**src/rtl/cp0_mmu_regs.sv**
```systemverilog
// CP0 register file with TLB management registers, timer and interrupt logic.
// Exceptions, eret, mtc0 and TLB ops commit here beside WB; mfc0 reads are combinational.
module cp0_mmu_regs #(
  parameter int          TLBNUM       = 16,
  parameter int          IDXW         = $clog2(TLBNUM),
  parameter int          COUNT_DIV    = 2,
  parameter logic [31:0] COMPARE_INIT = 32'hFFFF_FFFF
) (
  input  logic            clk,
  input  logic            reset,
  input  logic [7:0]      cp0_addr,
  input  logic            mtc0_we,
  input  logic [31:0]     wdata,
  output logic [31:0]     rdata,
  input  logic            wb_ex,
  input  logic [4:0]      wb_excode,
  input  logic            wb_bd,
  input  logic [31:0]     wb_pc,
  input  logic [31:0]     wb_badvaddr,
  input  logic            eret,
  input  logic [5:0]      ext_int,
  input  logic            tlbp,
  input  logic            tlbp_found,
  input  logic [IDXW-1:0] tlbp_index,
  input  logic            tlbr,
  input  logic [26:0]     tlbr_hi,
  input  logic [25:0]     tlbr_lo0,
  input  logic [25:0]     tlbr_lo1,
  output logic [31:0]     entryhi,
  output logic [31:0]     entrylo0,
  output logic [31:0]     entrylo1,
  output logic [IDXW-1:0] index,
  output logic [IDXW-1:0] random,
  output logic [31:0]     epc,
  output logic            int_req
);

  localparam int DIVW = (COUNT_DIV > 1) ? $clog2(COUNT_DIV) : 1;
  localparam logic [IDXW-1:0] RND_MAX = IDXW'(TLBNUM - 1);
  localparam logic [DIVW-1:0] DIV_MAX = DIVW'(COUNT_DIV - 1);

  localparam logic [7:0] A_INDEX  = 8'h00;
  localparam logic [7:0] A_RANDOM = 8'h08;
  localparam logic [7:0] A_LO0    = 8'h10;
  localparam logic [7:0] A_LO1    = 8'h18;
  localparam logic [7:0] A_WIRED  = 8'h30;
  localparam logic [7:0] A_BADVA  = 8'h40;
  localparam logic [7:0] A_COUNT  = 8'h48;
  localparam logic [7:0] A_HI     = 8'h50;
  localparam logic [7:0] A_CMP    = 8'h58;
  localparam logic [7:0] A_STATUS = 8'h60;
  localparam logic [7:0] A_CAUSE  = 8'h68;
  localparam logic [7:0] A_EPC    = 8'h70;

  logic [7:0]      im_q, im_d;
  logic            exl_q, exl_d, ie_q, ie_d;
  logic            bd_q, bd_d, ti_q, ti_d;
  logic [5:0]      ip_hw_q, ip_hw_d;
  logic [1:0]      ip_sw_q, ip_sw_d;
  logic [4:0]      exccode_q, exccode_d;
  logic [31:0]     epc_q, epc_d, badva_q, badva_d;
  logic [31:0]     count_q, count_d, cmp_q, cmp_d;
  logic [DIVW-1:0] div_q, div_d;
  logic [18:0]     vpn2_q, vpn2_d;
  logic [7:0]      asid_q, asid_d;
  logic [25:0]     lo0_q, lo0_d, lo1_q, lo1_d;
  logic            idx_p_q, idx_p_d;
  logic [IDXW-1:0] idx_q, idx_d, rnd_q, rnd_d, wired_q, wired_d;

  // exception commit suppresses every other commit in the same cycle
  logic we, eret_v, tlbp_v, tlbr_v, tlb_code, badva_code;
  assign we     = mtc0_we & ~wb_ex;
  assign eret_v = eret & ~wb_ex;
  assign tlbp_v = tlbp & ~wb_ex;
  assign tlbr_v = tlbr & ~wb_ex;
  assign tlb_code = (wb_excode == 5'd1) | (wb_excode == 5'd2)
                  | (wb_excode == 5'd3);
  assign badva_code = tlb_code | (wb_excode == 5'd4)
                    | (wb_excode == 5'd5);

  always_comb begin
    im_d      = im_q;
    exl_d     = exl_q;
    ie_d      = ie_q;
    bd_d      = bd_q;
    ti_d      = ti_q;
    ip_hw_d   = {ext_int[5] | ti_q, ext_int[4:0]};
    ip_sw_d   = ip_sw_q;
    exccode_d = exccode_q;
    epc_d     = epc_q;
    badva_d   = badva_q;
    count_d   = count_q;
    cmp_d     = cmp_q;
    div_d     = div_q;
    vpn2_d    = vpn2_q;
    asid_d    = asid_q;
    lo0_d     = lo0_q;
    lo1_d     = lo1_q;
    idx_p_d   = idx_p_q;
    idx_d     = idx_q;
    wired_d   = wired_q;
    rnd_d     = (rnd_q == wired_q) ? RND_MAX : rnd_q - 1'b1;

    if (we && cp0_addr == A_COUNT) begin
      count_d = wdata;
      div_d   = '0;
    end else if (div_q == DIV_MAX) begin
      div_d   = '0;
      count_d = count_q + 32'd1;
    end else begin
      div_d = div_q + 1'b1;
    end

    if (count_q == cmp_q) ti_d = 1'b1;
    if (we && cp0_addr == A_CMP) begin
      cmp_d = wdata;
      ti_d  = 1'b0;
    end

    if (we && cp0_addr == A_STATUS) begin
      im_d  = wdata[15:8];
      exl_d = wdata[1];
      ie_d  = wdata[0];
    end
    if (eret_v) exl_d = 1'b0;
    if (we && cp0_addr == A_CAUSE) ip_sw_d = wdata[9:8];
    if (we && cp0_addr == A_EPC) epc_d = wdata;
    if (we && cp0_addr == A_HI) begin
      vpn2_d = wdata[31:13];
      asid_d = wdata[7:0];
    end
    if (we && cp0_addr == A_LO0) lo0_d = wdata[25:0];
    if (we && cp0_addr == A_LO1) lo1_d = wdata[25:0];
    if (we && cp0_addr == A_INDEX) idx_d = wdata[IDXW-1:0];
    if (we && cp0_addr == A_WIRED && wdata < 32'(TLBNUM)) begin
      wired_d = wdata[IDXW-1:0];
      rnd_d   = RND_MAX;
    end

    if (tlbr_v) begin
      vpn2_d = tlbr_hi[26:8];
      asid_d = tlbr_hi[7:0];
      lo0_d  = tlbr_lo0;
      lo1_d  = tlbr_lo1;
    end
    if (tlbp_v) begin
      idx_p_d = ~tlbp_found;
      idx_d   = tlbp_found ? tlbp_index : '0;
    end

    if (wb_ex) begin
      exl_d     = 1'b1;
      exccode_d = wb_excode;
      if (!exl_q) begin
        bd_d  = wb_bd;
        epc_d = wb_bd ? wb_pc - 32'd4 : wb_pc;
      end
      if (badva_code) badva_d = wb_badvaddr;
      if (tlb_code) vpn2_d = wb_badvaddr[31:13];
    end
  end

  always_ff @(posedge clk or posedge reset) begin
    if (reset) begin
      im_q      <= '0;
      exl_q     <= 1'b0;
      ie_q      <= 1'b0;
      bd_q      <= 1'b0;
      ti_q      <= 1'b0;
      ip_hw_q   <= '0;
      ip_sw_q   <= '0;
      exccode_q <= '0;
      epc_q     <= '0;
      badva_q   <= '0;
      count_q   <= '0;
      cmp_q     <= COMPARE_INIT;
      div_q     <= '0;
      vpn2_q    <= '0;
      asid_q    <= '0;
      lo0_q     <= '0;
      lo1_q     <= '0;
      idx_p_q   <= 1'b0;
      idx_q     <= '0;
      wired_q   <= '0;
      rnd_q     <= RND_MAX;
    end else begin
      im_q      <= im_d;
      exl_q     <= exl_d;
      ie_q      <= ie_d;
      bd_q      <= bd_d;
      ti_q      <= ti_d;
      ip_hw_q   <= ip_hw_d;
      ip_sw_q   <= ip_sw_d;
      exccode_q <= exccode_d;
      epc_q     <= epc_d;
      badva_q   <= badva_d;
      count_q   <= count_d;
      cmp_q     <= cmp_d;
      div_q     <= div_d;
      vpn2_q    <= vpn2_d;
      asid_q    <= asid_d;
      lo0_q     <= lo0_d;
      lo1_q     <= lo1_d;
      idx_p_q   <= idx_p_d;
      idx_q     <= idx_d;
      wired_q   <= wired_d;
      rnd_q     <= rnd_d;
    end
  end

  assign entryhi  = {vpn2_q, 5'b0, asid_q};
  assign entrylo0 = {6'b0, lo0_q};
  assign entrylo1 = {6'b0, lo1_q};
  assign index    = idx_q;
  assign random   = rnd_q;
  assign epc      = epc_q;
  assign int_req  = ie_q & ~exl_q & |({ip_hw_q, ip_sw_q} & im_q);

  always_comb begin
    rdata = '0;
    unique case (1'b1)
      cp0_addr == A_INDEX:  rdata = {idx_p_q, {(31-IDXW){1'b0}}, idx_q};
      cp0_addr == A_RANDOM: rdata = 32'(rnd_q);
      cp0_addr == A_LO0:    rdata = entrylo0;
      cp0_addr == A_LO1:    rdata = entrylo1;
      cp0_addr == A_WIRED:  rdata = 32'(wired_q);
      cp0_addr == A_BADVA:  rdata = badva_q;
      cp0_addr == A_COUNT:  rdata = count_q;
      cp0_addr == A_HI:     rdata = entryhi;
      cp0_addr == A_CMP:    rdata = cmp_q;
      cp0_addr == A_STATUS:
        rdata = {9'b0, 1'b1, 6'b0, im_q, 6'b0, exl_q, ie_q};
      cp0_addr == A_CAUSE:
        rdata = {bd_q, ti_q, 14'b0, ip_hw_q, ip_sw_q,
                 1'b0, exccode_q, 2'b0};
      cp0_addr == A_EPC:    rdata = epc_q;
      default:              rdata = '0;
    endcase
  end

endmodule

```
**config.mk**
```make
export PLATFORM = sky130hd
export DESIGN_NAME = cp0_mmu_regs
export DESIGN_NICKNAME = d
export VERILOG_FILES = /design/src/rtl/cp0_mmu_regs.sv
export SDC_FILE = /design/constraint.sdc
export NUM_CORES = 1
export LEC_CHECK = 0
export BUFFER_PORTS_ARGS = -buffer_cell sky130_fd_sc_hd__buf_4
export CORE_UTILIZATION = 49
export CTS_BUF_LIST = sky130_fd_sc_hd__clkbuf_16
export CTS_CLUSTER_DIAMETER = 50
export DETAILED_ROUTE_END_ITERATION = 10
export HOLD_SLACK_MARGIN = 0.06
export PLACE_DENSITY = 0.88
export SLEW_MARGIN = 20
export SYNTH_ARGS = -nofsm -noshare
export SYNTH_HDL_FRONTEND = slang
export SYNTH_SLANG_ARGS = --single-unit
```
**constraint.sdc**
```tcl
create_clock -name clk -period 7 [get_ports clk]
set_input_delay 0.7 -clock clk [delete_from_list [all_inputs] [get_ports clk]]
set_output_delay 0.7 -clock clk [all_outputs]
set_load 0.005 [all_outputs]
```
==> results_dict.tcl <==
set metrics [dict create \
    status "completed" \
    clock-sinks 246 \
    grt_overflow 0 \
    report.power.total_w 0.004345 \
    use_met2 0.5684 \
    tns_ns 0 \
    ys.flop_type "dfrtp_1" \
    die_w_um 171.4 \
    cts_tree "done" \
    hold_depth 1 \
    r2r_slack_ns 5.01 \
    slew_viol_final 0 \
    relSlewSlack 0.2494 \
    hpwlAfterDp_mm 41.47 \
    postSynthAreaPerCell_um2 9.711 \
    grt_pass1_wl_mm 83.23 \
    yosysUniqueCellTypes 68 \
    hold_end "ip_hw_q[1]$_DFF_PP0_" \
    drv_cap 0 \
    placedCellCount 2098 \
    reg2reg_depth 5 \
    reg2reg_from "count_q[9]$_DFFE_PP0N_" \
    hold_violations 0 \
    core_region_area_um2 28010 \
    synthArstFlopShare 1.000 \
    top_usage_layer "met2" \
    reg2reg_to "count_q[20]$_DFFE_PP0N_" \
    instances_no_fill 2151 \
    synth-seq-area-share 0.4410 \
    ios 376 \
    min_period_ns 4.351 \
    die-area_um2 29380 \
    cts_resized 0 \
    synth_edf_count 0 \
    use_met3 0.1098 \
    cts_setup_buffers 0 \
    fmax_mhz 229.9 \
    p_leak_nw 8.207 \
    worstHoldStart "ext_int[1]" \
    place_area_um2 16930 \
    setup_viol 0 \
    rsz0062_at_grt "no" \
    powerDensity_nw_per_um2 241.3 \
    hold_buffers 0 \
    synth_cells 1448 \
    avgViaCountPerCell 6.387 \
    antenna_left 0 \
    num_antenna_cells 0 \
    die_h_um 171.4 \
    dr.pass1.iters 8 \
    gp_congestion 0.9913 \
    peakVddDrop_mv 0.1696 \
    cp.required_ns 6.30 \
    initial_core_util 0.5020 \
    numCtsBuffers 29 \
    clockBufferDepth 3 \
    area_delta_synth_final_pct 28.08 \
    grt_usage 0.3821 \
    rows 61 \
    cts.clk_slew.worst_paths_ns 0.06 \
    dpl_worst_slack_ns 2.825 \
    drc 0 \
    root_buffer "clkbuf_16" \
    final_nets 1961 \
    insertion_delay_ns 0.56 \
    final_area_um2 18010 \
    arrival_ns 3.65 \
    netlist_area_um2 14060 \
    wirelength_mm 56.53 \
    cp-start-kind "input port" \
    critPathMaxFanout 32 \
    endpoint_kind "primary output" \
    grt_max_degree 180 \
    port_buffers 358 \
    synth-seq-cells 246 \
    wl_per_cell_um 26.28 \
    detail_route.iter0.violations 1665 \
    worst_pin_slew_ns 1.123 \
    grt.met1_usage 0.5186 \
    final_layout_size_suffix_gt1_frac 0.3345 \
    cp_cell_sequence "buf_4 > nor2b_1 > and2_1 > a221oi_1 > o21ai_0 > buf_4" \
    slowest_delay_ns 0.93 \
    min_path_type "input port to flip-flop" \
    fin_ws_ns 2.649 \
    vias 13740 \
    cpMaxStageDelayCell "and2_1" \
    finalCritPeriodShare 0.6215 \
    yosys_warnings 0 \
    cts.htree.levels 1 \
    grt_pass1_vias 13260 \
    antenna_found_initial 0 \
    crit_buf_inv 2 \
    fin_skew_ns 0.02453 \
    cp_top_family "simple AND/OR/NAND/NOR gates" \
    cpMostUsedCell "buf_4" \
    crit_type "input port to primary output" \
]
## where the power goes
part           total, W  switching (W)  internal [W]  leakage, nW
logic          0.000798       0.000393      0.000405         4.74
registers       0.00184       0.000235       0.00161         2.95
clock network   0.00171       0.000650       0.00106        0.520
total           0.00434        0.00128       0.00307         8.21
## cell usage in the layout, fill, tap and decap left out, drive strengths merged, types with 9 or more instances in the layout
cell / n
buf: 378
nor4: 18
mux2: 115
a31oi: 29
o21ai: 101
nor2: 84
and2: 9
xnor2: 56
o22ai: 33
nand3: 20
a22o: 10
mux2i: 92
inv: 15
a22oi: 50
a221oi: 9
nor3: 20
dfrtp: 210
a21oi: 61
conb: 17
nand4: 37
dfstp: 36
and3: 10
nand2: 187
xor2: 41
clkbuf: 29
## state kept, by name, summed over array words and instances, names as in the netlist, 2 cells and up
name / count
asid_q: 8
badva_q: 32
cmp_q: 32
count_q: 32
epc: 32
exccode_q: 5
im_q: 8
index: 4
ip_hw_q: 6
ip_sw_q: 2
lo0_q: 26
lo1_q: 26
random: 4
vpn2_q: 19
wired_q: 4
## area by class of cell
cell class,count,area (um2)
fill,2241,10000
multi-input combinational,1086,7372
timing repair buffer,378,2850
clock buffer,29,725.7
tap,378,473.0
sequential,246,6201
clock inverter,24,346.6
inverter,10,41.29
## layer usage
metal,vias up,routed length [um]
met5,-,0
met4,0,2712
met3,197,7427
met2,1069,24490
met1,6660,21900
li1,5813,-
## per-stage QoR
stage,utilization,hold WS [ns]
CTS,0.6428,0.2443
detailed placement,0.6045,0.4716
finish,0.6430,0.2459
global route,0.6430,0.2260
global placement,0.6045,0.4629
floorplan,-,0.4419
## synthesized netlist by cell type, types with 3 or more instances
master / number / area share
a31oi_1: 29 / 0.013
o2bb2ai_1: 3 / 0.0019
or4_1: 4 / 0.0021
a221oi_1: 9 / 0.0056
a211o_1: 3 / 0.0019
nor4b_2: 3 / 0.0032
nor4_1: 16 / 0.0071
mux2_2: 111 / 0.089
nor2_1: 83 / 0.022
a21o_1: 5 / 0.0027
o211ai_1: 6 / 0.0032
mux2i_1: 92 / 0.065
nand3_1: 20 / 0.0071
a21oi_1: 61 / 0.022
buf_1: 5 / 0.0013
xnor2_1: 56 / 0.035
dfrtp_1: 210 / 0.37
clkbuf_1: 79 / 0.021
buf_6: 3 / 0.0024
mux2_1: 4 / 0.0032
and2_1: 8 / 0.0036
o22ai_1: 33 / 0.015
buf_4: 19 / 0.010
o21ai_0: 99 / 0.035
inv_1: 10 / 0.0027
a221o_1: 5 / 0.0036
and3_1: 10 / 0.0044
xor2_1: 41 / 0.026
or3_1: 4 / 0.0018
nor3b_1: 8 / 0.0043
nor2b_1: 8 / 0.0036
a32oi_1: 5 / 0.0031
nand4_1: 37 / 0.016
nor3_1: 18 / 0.0064
nand2b_1: 6 / 0.0027
nor4b_1: 3 / 0.0019
a22o_1: 10 / 0.0062
buf_2: 16 / 0.0057
nand2_1: 185 / 0.049
dfstp_2: 36 / 0.067
a22oi_1: 50 / 0.027
ha_1: 3 / 0.0027
## cell families (layout without fill, tap and decap cells)
group | Yosys count | after routing | share of synthesized area
compound gates | 334 | 334 | 0.1487
xor+xnor | 97 | 97 | 0.06042
fa+ha+maj | 3 | 3 | 0.002670
buf+inv | 132 | 441 | 0.04334
flops | 246 | 246 | 0.4410
mux | 207 | 207 | 0.1576
other cells | 1 | 17 | 0.0002667
simple gates | 428 | 428 | 0.1460
## how the worst max path moves through the flow
stage                 from                     to  cells past startpoint
3_5_place_dp   cp0_addr[4]              rdata[11]                      6
2_1_floorplan        reset  asid_q[0]$_DFFE_PP0P_                      1
5_1_grt        cp0_addr[4]              rdata[11]                      6
4_1_cts        cp0_addr[4]              rdata[11]                      6
3_3_place_gp   cp0_addr[4]              rdata[12]                      6
6_report       cp0_addr[4]              rdata[11]                      6
(Power assumes the default switching activity.)
